### config.mk
export PLATFORM = sky130hd
export DESIGN_NAME = display_scan_controller
export DESIGN_NICKNAME = d
export VERILOG_FILES = /design/src/rtl/display_pkg.sv /design/src/rtl/switch_debouncer.sv /design/src/rtl/display_scan_controller.sv
export SDC_FILE = /design/constraint.sdc
export NUM_CORES = 1
export LEC_CHECK = 0
export ABC_CLOCK_PERIOD_IN_PS = 4400
export CORE_ASPECT_RATIO = 0.7
export CORE_MARGIN = 2
export CORE_UTILIZATION = 50
export DETAILED_ROUTE_END_ITERATION = 10
export HOLD_SLACK_MARGIN = 0.02
export PLACE_DENSITY_LB_ADDON = 0.05
export RECOVER_POWER = 100
export SYNTH_ARGS = -nofsm -noshare
export SYNTH_HDL_FRONTEND = slang
export SYNTH_SLANG_ARGS = --single-unit
### constraint.sdc
create_clock -name clk -period 4.4 [get_ports clk]
set_input_delay 0.44 -clock clk [delete_from_list [all_inputs] [get_ports clk]]
set_output_delay 0.44 -clock clk [all_outputs]
set_load 0.02 [all_outputs]
### src/rtl/display_pkg.sv
// Shared display types: mode encoding, blank nibble and active-low gfedcba glyphs.
package display_pkg;

  typedef enum logic [1:0] {
    MODE_AB = 2'd0,
    MODE_C  = 2'd1,
    MODE_D  = 2'd2
  } mode_t;

  localparam logic [3:0] BLANK_NIBBLE = 4'hF;

  localparam logic [6:0] GLYPH_0     = 7'h40;
  localparam logic [6:0] GLYPH_1     = 7'h79;
  localparam logic [6:0] GLYPH_2     = 7'h24;
  localparam logic [6:0] GLYPH_3     = 7'h30;
  localparam logic [6:0] GLYPH_4     = 7'h19;
  localparam logic [6:0] GLYPH_5     = 7'h12;
  localparam logic [6:0] GLYPH_6     = 7'h02;
  localparam logic [6:0] GLYPH_7     = 7'h78;
  localparam logic [6:0] GLYPH_8     = 7'h00;
  localparam logic [6:0] GLYPH_9     = 7'h10;
  localparam logic [6:0] GLYPH_DASH  = 7'h3F;
  localparam logic [6:0] GLYPH_BLANK = 7'h7F;

  function automatic logic [6:0] glyph(input logic [3:0] nib);
    case (nib)
      4'h0:    glyph = GLYPH_0;
      4'h1:    glyph = GLYPH_1;
      4'h2:    glyph = GLYPH_2;
      4'h3:    glyph = GLYPH_3;
      4'h4:    glyph = GLYPH_4;
      4'h5:    glyph = GLYPH_5;
      4'h6:    glyph = GLYPH_6;
      4'h7:    glyph = GLYPH_7;
      4'h8:    glyph = GLYPH_8;
      4'h9:    glyph = GLYPH_9;
      4'hF:    glyph = GLYPH_BLANK;
      default: glyph = GLYPH_DASH;
    endcase
  endfunction

endpackage

### src/rtl/switch_debouncer.sv
// 2-flop synchronizer followed by a stable-count debouncer for one switch.
module switch_debouncer #(
  parameter int DEBOUNCE_CYCLES = 500000
) (
  input  logic clk,
  input  logic rst_n,
  input  logic sw_async,
  output logic sw_db
);

  localparam int CW = (DEBOUNCE_CYCLES > 1) ? $clog2(DEBOUNCE_CYCLES + 1) : 1;
  localparam logic [CW-1:0] CNT_LAST = CW'(DEBOUNCE_CYCLES - 1);

  logic [1:0]    sync;
  logic [CW-1:0] cnt;

  always_ff @(posedge clk or negedge rst_n) begin
    if (!rst_n) begin
      sync  <= '0;
      sw_db <= 1'b0;
      cnt   <= '0;
    end else begin
      sync <= {sync[0], sw_async};
      // any cycle agreeing with the accepted value restarts the stability window
      if (sync[1] == sw_db) begin
        cnt <= '0;
      end else if (cnt == CNT_LAST) begin
        sw_db <= sync[1];
        cnt   <= '0;
      end else begin
        cnt <= cnt + 1'b1;
      end
    end
  end

endmodule

### src/rtl/display_scan_controller.sv
// 8-digit multiplexed 7-segment scanner with debounced mode switches and
// frame-aligned snapshot of the digit sources.
module display_scan_controller
  import display_pkg::*;
#(
  parameter int SCAN_DIV        = 16384,
  parameter int BLANK_CYCLES    = 1024,
  parameter int DEBOUNCE_CYCLES = 500000
) (
  input  logic        clk,
  input  logic        rst_n,
  input  logic        sw_left,
  input  logic        sw_right,
  input  logic [15:0] digits_A,
  input  logic [15:0] digits_B,
  input  logic [15:0] digits_C,
  input  logic [15:0] digits_D,
  output logic [6:0]  segments,
  output logic [7:0]  anodes,
  output logic [1:0]  mode
);

  localparam int NUM_SW = 2;
  localparam int CW = (SCAN_DIV > 1) ? $clog2(SCAN_DIV) : 1;
  localparam logic [CW-1:0] CNT_LAST  = CW'(SCAN_DIV - 1);
  localparam logic [CW-1:0] CNT_BLANK = CW'(BLANK_CYCLES);

  typedef enum logic {S_BLANK, S_ON} scan_state_t;

  logic [NUM_SW-1:0] sw_async, sw_db;
  assign sw_async = {sw_right, sw_left};

  for (genvar i = 0; i < NUM_SW; i++) begin : g_sw
    switch_debouncer #(.DEBOUNCE_CYCLES(DEBOUNCE_CYCLES)) u_db (
      .clk      (clk),
      .rst_n    (rst_n),
      .sw_async (sw_async[i]),
      .sw_db    (sw_db[i])
    );
  end

  mode_t             mode_req, mode_q, mode_nxt;
  scan_state_t       state_q, state_nxt;
  logic [CW-1:0]     cnt_q, cnt_nxt;
  logic [2:0]        idx_q, idx_nxt;
  logic [3:0][15:0]  snap_q, snap_nxt;
  logic              load_pend;
  logic              frame_load;
  logic [15:0]       src;
  logic [3:0]        nib;
  logic [7:0]        anodes_nxt;
  logic [6:0]        segments_nxt;

  // right switch has priority, so MODE 3 can never be requested
  assign mode_req = sw_db[1] ? MODE_D : (sw_db[0] ? MODE_C : MODE_AB);
  assign mode     = mode_q;

  always_ff @(posedge clk or negedge rst_n) begin
    if (!rst_n) begin
      state_q   <= S_BLANK;
      cnt_q     <= '0;
      idx_q     <= '0;
      snap_q    <= '1;
      mode_q    <= MODE_AB;
      load_pend <= 1'b1;
      anodes    <= 8'hFF;
      segments  <= GLYPH_BLANK;
    end else begin
      state_q   <= state_nxt;
      cnt_q     <= cnt_nxt;
      idx_q     <= idx_nxt;
      snap_q    <= snap_nxt;
      mode_q    <= mode_nxt;
      load_pend <= 1'b0;
      anodes    <= anodes_nxt;
      segments  <= segments_nxt;
    end
  end

  // Outputs are decoded from next-state values so the registered pins line up
  // with the registered scan position.
  always_comb begin
    cnt_nxt      = cnt_q + 1'b1;
    idx_nxt      = idx_q;
    state_nxt    = state_q;
    snap_nxt     = snap_q;
    mode_nxt     = mode_q;
    src          = snap_q[0];
    nib          = BLANK_NIBBLE;
    anodes_nxt   = 8'hFF;
    segments_nxt = GLYPH_BLANK;

    if (cnt_q == CNT_LAST) begin
      cnt_nxt = '0;
      idx_nxt = idx_q + 3'd1;
    end

    frame_load = load_pend || (cnt_q == CNT_LAST && idx_q == 3'd7);
    if (frame_load) begin
      snap_nxt = {digits_D, digits_C, digits_B, digits_A};
      mode_nxt = mode_req;
    end

    case (state_q)
      S_BLANK: if (cnt_nxt == CNT_BLANK) state_nxt = S_ON;
      S_ON:    if (cnt_q == CNT_LAST)    state_nxt = S_BLANK;
      default: state_nxt = S_BLANK;
    endcase

    if (!idx_nxt[2]) begin
      case (mode_nxt)
        MODE_C:  src = snap_nxt[2];
        MODE_D:  src = snap_nxt[3];
        default: src = snap_nxt[0];
      endcase
      nib = src[{idx_nxt[1:0], 2'b00} +: 4];
    end else if (mode_nxt == MODE_AB) begin
      src = snap_nxt[1];
      nib = src[{idx_nxt[1:0], 2'b00} +: 4];
    end

    if (state_nxt == S_ON) begin
      segments_nxt = glyph(nib);
      if (nib != BLANK_NIBBLE) anodes_nxt = ~(8'd1 << idx_nxt);
    end
  end

endmodule

==> summary.md, run 1 <==
| Metric | Value |
|---|---|
| Status | `complete, but fails checks` |
| Failing checks | `capacitance limit, slew limit` |
| Largest fanout on the critical path | `8` |
| Number of synthesized flops with an enable pin | `0` |
| Die span in x | `146 um` |
| Worst-margin pin slew | `2700 ps` |
| Synth unique cells | `66` |
| Area of the multi-input gates | `3190 um^2` |
| Synth Warn # | `0` |
| CTS HTree Levels | `4` |
| DR vias | `5128` |
| Fmax | `approximately 240 MHz` |
| Hold_ws | `roughly 350 ps` |
| Placed instance area | `8120 um^2` |
| Max Root-Sink Buffers | `2` |
| N_diodes | `0` |
| Initial DRC count | `487` |
| Max Slew Vio Count | `between 100 and 150` |
| HP Start | `g_sw[1].u_db.sync[0]` |
| Leakage | `0.00360 uW` |
| Clock transition at path regs | `60 ps` |
| Final setup violation count | `0` |
| Clock latency on the worst-skew pair | `420 ps` |
| GR Util All Layers | `22.5%` |
| Dpl hpwl | `roughly 12 mm` |
| Worst reg-to-reg path cell count | `15` |
| Initial antenna violation count | `0` |
| Terminus of the critical flop-to-flop path | `segments[4]` |
| Core ar. | `13900 um^2` |
| Worst R2R Start | `idx_q[1]` |
| VDD IR-drop max | `between 0.2 and 0.3 mV` |
| Max_slew headroom | `-79.7%` |
| Die area | `15200 um^2` |
| Critical Path AT | `4470 ps` |
| Total gr overflow | `0` |
| Share of layout cells above drive strength 1 | `around 20%` |
| Synthesized area | `7090 um^2` |
| Global-route wire length before repair | `roughly 27 mm` |
| Setup Skew | `12.5 ps` |
| Setup crit end kind | `flop` |
| CTS tree | `yes` |
| Initial Util | `51.1%` |
| Vias in the first global route | `5177` |
| Routed len/inst | `17.1 um` |
| Register Area | `3700 um^2` |
| CTS Sinks | `144` |
| DRT Wirelength | `approximately 16 mm` |
| Hold Path End | `g_sw[1].u_db.sync[1]` |
| Fin. Hold Viols | `0` |
| Crit start category | `flop` |
| Buffers on Ports | `84` |
| Worst EP required | `4730 ps` |
| Seq/Total Area, Yosys | `a little over half` |
| Finished Core Util | `63.1%` |
| Synth Flop Type | `dfstp_2` |
| Pin count of the biggest net entering global routing | `114` |
| Pre-CTS setup slack | `0.945 ps` |
| Final ANT Viol Nets | `0` |
| Design Area, Final | `8750 um^2` |
| Synth async-reset ratio | `100%` |
| Setup CP Type | `reg2reg` |
| Commonest cells after routing, fill and taps aside | `nand2_1 (105), dfstp_2 (80), nor2_1 (64), dfrtp_1 (64), clkdlybuf4s50_1 (64)` |
| # hold bufs at CTS | `0` |
| Total power | `3240 uW` |
| Die H | `104 um` |
| Ports | `85` |
| DRC Markers | `0` |
| Fin nets | `828` |
| Routability-driven placement congestion ratio | `just over 0.8` |
| Final period util | `94.0%` |
| Root Driver | `clkbuf_16` |
| #FFs+latches synth | `around 140` |
| Via density | `5.40` |
| # Post-CTS Setup Buffers | `0` |
| Std-Cell Rows | `36` |
| Drt pass-1 iters | `6` |
| Hold Path Stages | `0` |
| Worst setup margin | `262 ps` |
| PD cells | `370 nW/um^2` |
| Syn Nets | `741` |
| Layout area overhead | `23.5%` |
| Most common cell after layout, fill and taps aside | `nand2_1` |
| Fin crit period | `4140 ps` |
| Cells after Synth | `~660` |
| Synthesized area per cell | `10.8 um^2` |
| Cts bufs inserted | `17` |
| Max-Cap Viols | `1` |
| Reg2reg setup slack | `260 ps` |
| Hold Crit Class | `reg2reg` |
| Layout fillers | `1152` |
-- critical path, cell delays in order (launching register included) --
cell	delay, ps
dfrtp_1	430
ha_1	220
ha_1	210
and3_1	220
a41oi_4	360
mux2i_2	380
ha_1	460
a221oi_1	160
or3_1	420
o221a_2	160
a31oi_2	300
inv_1	130
ha_1	210
inv_1	70
nor3b_1	50
o31ai_1	260
-- stage by stage --
stage	cells	TNS [ps]
2_1_floorplan	659	0
3_3_place_gp	917	0
3_5_place_dp	917	0
4_1_cts	949	0
5_1_grt	949	-1.69
6_report	949	0
-- state kept, by name, summed over array words and instances, names as in the netlist --
signal,cells
anodes,8
cnt_q,14
g_sw.u_db.cnt,38
g_sw.u_db.sw_db,2
g_sw.u_db.sync,4
idx_q,3
load_pend,1
mode,2
segments,7
snap_q,64
state_q,1
-- power by group --
| part | switching, uW | total, uW | internal, uW |
|---|---|---|---|
| clock network | 578 | 1530 | 952 |
| registers | 23.8 | 1450 | 1430 |
| logic | 137 | 257 | 120 |
-- synthesized netlist by cell type, types with 2 or more instances --
cell type  number  area share [%]
nor4_1          6            0.53
buf_2          12            0.85
nor3_1          6            0.42
a211oi_1        6            0.64
dfstp_2        80              30
clkbuf_1       11            0.58
a31oi_1         4            0.35
a221oi_1        4            0.49
nand2_1       105             5.6
or2_2           3            0.26
buf_6           2            0.32
ha_1           14             2.5
a21o_1          2            0.21
nand2b_1        3            0.26
a221o_1         4            0.56
nor2b_1         5            0.44
a22oi_1         4            0.42
o21a_1          3            0.32
and3_1         12             1.1
nand4_1         4            0.35
xnor2_1        27             3.3
a21oi_1         8            0.56
inv_1          18            0.95
nor2_1         64             3.4
buf_1           3            0.16
a2111oi_0       3            0.37
o211ai_1        7            0.74
dfrtp_1        64              23
mux2i_1        15             2.1
and4_1          3            0.37
nor3b_1         2            0.21
xor2_1         21             2.6
o21ai_0         7            0.49
mux2_2         50             7.9
a32oi_1         2            0.25
or3_1           7            0.62
nand3_1        37             2.6
a311oi_2        2            0.42
o31ai_1         2            0.21
-- logic make-up after synthesis --
logic type                 share of synthesized area, %
AOI/OAI and AO/OA                                  8.33
xor gates and xnor gates                           5.93
adders and majority gates                          2.47
buffers and inverters                              3.07
DFF                                                52.3
muxes                                              10.5
other                                            0.0529
and+or+nand+nor                                    17.3
-- metal layers --
layer / part of all wire [%] / global-route usage, % / up-vias
met5: 0 / 0 / -
met4: 0.96 / 5.34 / 0
met3: 5.5 / 5.77 / 14
met2: 44 / 33.8 / 116
met1: 49 / 32.7 / 2538
li1: - / - / 2460
-- repair_timing --
action | 4_1_cts | 5_1_grt
pin swaps | 0 | 1
gates resized for setup | 1 | 9
endpoints found under the hold margin | 0 | 0
endpoints found under the setup margin | 15 | 15
cloned | 0 | 0
-- how the worst max path moves through the flow --
stage                        start     endpoint  cells after the start
after floorplan           idx_q[1]    anodes[3]                     19
after global routing      idx_q[1]  segments[4]                     16
after global placement    idx_q[1]  segments[4]                     16
after detailed placement  idx_q[1]  segments[4]                     16
after CTS                 idx_q[1]  segments[4]                     16
final                     idx_q[1]  segments[4]                     15
-- layout make-up --
type	count	share of cell area [%]
clock buffers	19	4.95
inverters	20	0.901
multi-input cells	466	36.4
repair buffers	97	10.6
flip-flops and latches	144	42.3
clock inverters	13	2.07
well taps	190	2.72
Power figures use the tool's default switching activity.
==> inputs of run 2 (changes only) <==
--- a/config.mk
+++ b/config.mk
@@ -6,9 +6,9 @@
 export NUM_CORES = 1
 export LEC_CHECK = 0
 export ABC_CLOCK_PERIOD_IN_PS = 4400
-export CORE_ASPECT_RATIO = 0.7
+export CORE_ASPECT_RATIO = 0.9
 export CORE_MARGIN = 2
-export CORE_UTILIZATION = 50
+export CORE_UTILIZATION = 30
 export DETAILED_ROUTE_END_ITERATION = 10
 export HOLD_SLACK_MARGIN = 0.02
 export PLACE_DENSITY_LB_ADDON = 0.05
==> run 2 against run 1 <==
The flow still finishes with violations (capacitance limit, slew limit). Count of clock-buffer cells in the layout grew 2. Cell count grew 12%. Critical endpoint is now anodes[3]. Wire length grew 11%. Largest cell class unchanged. Core utilization shrank 25 points. Critical path type unchanged. Global-route usage shrank 7.5 points. Power shrank 6.2%. Hold slack gained 10 ps. Register-to-register slack is essentially flat.
==> summary.md, run 2 (synthesized netlist as in run 1, its figures left out) <==
| Metric | Value |
|---|---|
| Status | `complete, but fails checks (unchanged)` |
| Failing checks | `capacitance limit, slew limit (unchanged)` |
| Hold Path Stages | `0 (unchanged)` |
| Clock transition at path regs | `70 ps (was 60 ps)` |
| Dpl hpwl | `13.2 mm (was 11.6 mm)` |
| Placed instance area | `8310 um^2 (was 8120 um^2)` |
| CTS Sinks | `144 (unchanged)` |
| Max_slew headroom | `-123% (was -79.7%)` |
| Setup crit end kind | `flop (unchanged)` |
| Final ANT Viol Nets | `0 (unchanged)` |
| Buffers on Ports | `84 (unchanged)` |
| Leakage | `0.00358 uW (was 0.00360 uW)` |
| Vias in the first global route | `5155 (was 5177)` |
| Via density | `4.75 (was 5.40)` |
| Top flop regs | `snap_q x64, g_sw.u_db.cnt x38, cnt_q x14 (unchanged)` |
| CTS tree | `yes (unchanged)` |
| Max-Cap Viols | `1 (unchanged)` |
| Dpl cells | `1034 (was 917)` |
| Total gr overflow | `0 (unchanged)` |
| Die H | `150 um (was 104 um)` |
| Setup Skew | `16.4 ps (was 12.5 ps)` |
| Fin. Hold Viols | `0 (unchanged)` |
| Top delay family on crit path | `compound AO/OA/AOI/OAI gates (unchanged)` |
| Commonest cells after routing, fill and taps aside | `nand2_1 (105), dfstp_2 (80), nor2_1 (64), dfrtp_1 (64), clkdlybuf4s50_1 (64) (unchanged)` |
| Setup CP Type | `reg2reg (unchanged)` |
| Most common cell after layout, fill and taps aside | `nand2_1 (unchanged)` |
| Largest fanout on the critical path | `19 (was 8)` |
| VDD IR-drop max | `0.195 mV (was 0.272 mV)` |
| Initial Util | `30.4% (was 51.1%)` |
| Non-Filler Instances | `1066 (was 949)` |
| Initial antenna violation count | `0 (unchanged)` |
| Clock latency on the worst-skew pair | `420 ps (about the same)` |
| Final period util | `94.0% (about the same)` |
| DR vias | `5065 (was 5128)` |
| Root Driver | `clkbuf_16 (unchanged)` |
| Worst path depth | `13 (was 15)` |
| Biggest register | `snap_q (unchanged)` |
| Initial DRC count | `213 (was 487)` |
| Die area | `24900 um^2 (was 15200 um^2)` |
| Fmax | `242 MHz (about the same)` |
| CTS HTree Levels | `4 (unchanged)` |
| Worst EP required | `4720 ps (was 4730 ps)` |
| Routability-driven placement congestion ratio | `0.788 (was 0.816)` |
| GR Util All Layers | `15.0% (was 22.5%)` |
| Max FFs per register | `64 (unchanged)` |
| # hold bufs at CTS | `0 (unchanged)` |
| Drt pass-1 iters | `4 (was 6)` |
| DRC Markers | `0 (unchanged)` |
| Cell Chain, Critical Path | `ha_1 -> ha_1 -> and3_1 -> a41oi_4 -> buf_4 -> mux2_1 -> a2111oi_0 -> a2111oi_1 -> o211ai_1 -> a32oi_2 -> ha_1 -> a311oi_2 -> nand2_1 (was ha_1 -> ha_1 -> and3_1 -> a41oi_4 -> mux2i_2 -> ha_1 -> a221oi_1 -> or3_1 -> o221a_2 -> a31oi_2 -> inv_1 -> ha_1 -> inv_1 -> nor3b_1 -> o31ai_1)` |
| Worst reg-to-reg path cell count | `13 (was 15)` |
| Worst-margin pin slew | `3340 ps (was 2700 ps)` |
| WP buf/inv | `1 (was 2)` |
| Finished Core Util | `38.0% (was 63.1%)` |
| Pin count of the biggest net entering global routing | `70 (was 114)` |
| Fin nets | `833 (was 828)` |
| # resized after CTS | `0 (was 1)` |
| Final setup violation count | `0 (unchanged)` |
| Share of layout cells above drive strength 1 | `19.6% (was 20.0%)` |
| Total power | `3040 uW (was 3240 uW)` |
| N_diodes | `0 (unchanged)` |
| Critical Path AT | `4460 ps (was 4470 ps)` |
| Global-route wire length before repair | `28.9 mm (was 26.9 mm)` |
| Max Slew Vio Count | `70 (was 114)` |
| Std-Cell Rows | `53 (was 36)` |
| Ports | `85 (unchanged)` |
| Fin crit period | `4140 ps (about the same)` |
| Slowest CP cell | `a2111oi_0 (was ha_1)` |
| Core ar. | `23300 um^2 (was 13900 um^2)` |
| Layout area overhead | `24.9% (was 23.5%)` |
| DRT Wirelength | `17.9 mm (was 16.2 mm)` |
| PD cells | `344 nW/um^2 (was 370 nW/um^2)` |
| Routed len/inst | `16.8 um (was 17.1 um)` |
| Critical Path Most Common Cell | `ha_1 (unchanged)` |
| Hold Crit Class | `reg2reg (unchanged)` |
| Die span in x | `166 um (was 146 um)` |
| Max incr delay on CP | `570 ps (was 460 ps)` |
| Design Area, Final | `8850 um^2 (was 8750 um^2)` |
| Max Root-Sink Buffers | `2 (unchanged)` |
| Cts bufs inserted | `17 (unchanged)` |
| # Post-CTS Setup Buffers | `0 (unchanged)` |
| Crit start category | `flop (unchanged)` |
## run 2: cell count changes in the layout (fill, tap and decap cells not counted), sizes merged
cell	before	now
clkinvlp	1	2
bufinv	4	0
clkdlybuf4s25	0	1
inv	24	25
buf	10	13
clkbuf	23	26
## run 2: where the power goes
part,internal [uW],switching [uW]
combinational,121,140
clock,741,585
sequential,1430,22.8
## run 2: worst reg2reg max path: stages (launching register included)
cell,delay [ps]
dfrtp_1,420
ha_1,200
ha_1,210
and3_1,220
a41oi_4,340
buf_4,330
mux2_1,430
a2111oi_0,570
a2111oi_1,130
o211ai_1,210
a32oi_2,240
ha_1,320
a311oi_2,320
nand2_1,100
## run 2: final timing paths
kind,start,to,slack (ps)
min in group asynchronous,rst_n,g_sw[0].u_db.cnt[17],1350
worst max register to register,idx_q[1],anodes[3],260
worst max-delay path,idx_q[1],anodes[3],260
max in group asynchronous,rst_n,g_sw[1].u_db.sw_db,830
worst min-delay path,g_sw[0].u_db.sync[0],g_sw[0].u_db.sync[1],360
worst min register to register,g_sw[0].u_db.sync[0],g_sw[0].u_db.sync[1],360
## run 2: per-stage QoR
| stage | hold WS [ps] | TNS (ps) | setup WS, ps |
|---|---|---|---|
| 6_report | 359 | 0 | 265 |
| 5_1_grt | 373 | -233 | -56.2 |
| 4_1_cts | 61.5 | 0 | 161 |
| 3_5_place_dp | 347 | 0 | 182 |
| 3_3_place_gp | 339 | 0 | 272 |
| 2_1_floorplan | 144 | 0 | 56.3 |
## run 2: final cells by class
cell class              count  area (um^2)
flip-flops and latches    144         3700
well taps                 302          378
clock inverters            11         78.8
inverters                  20         75.1
repair buffers            102          966
clock buffers              21          450
fillers                  2296        14400
multi-input cells         466         3200
## run 2: metal layers
metal	GRT usage (%)	share of wire, %	vias to the layer above
met5	0	0	-
met4	3.91	0.72	0
met3	3.28	3.1	8
met2	23.4	47	78
met1	21.2	49	2509
li1	-	-	2470
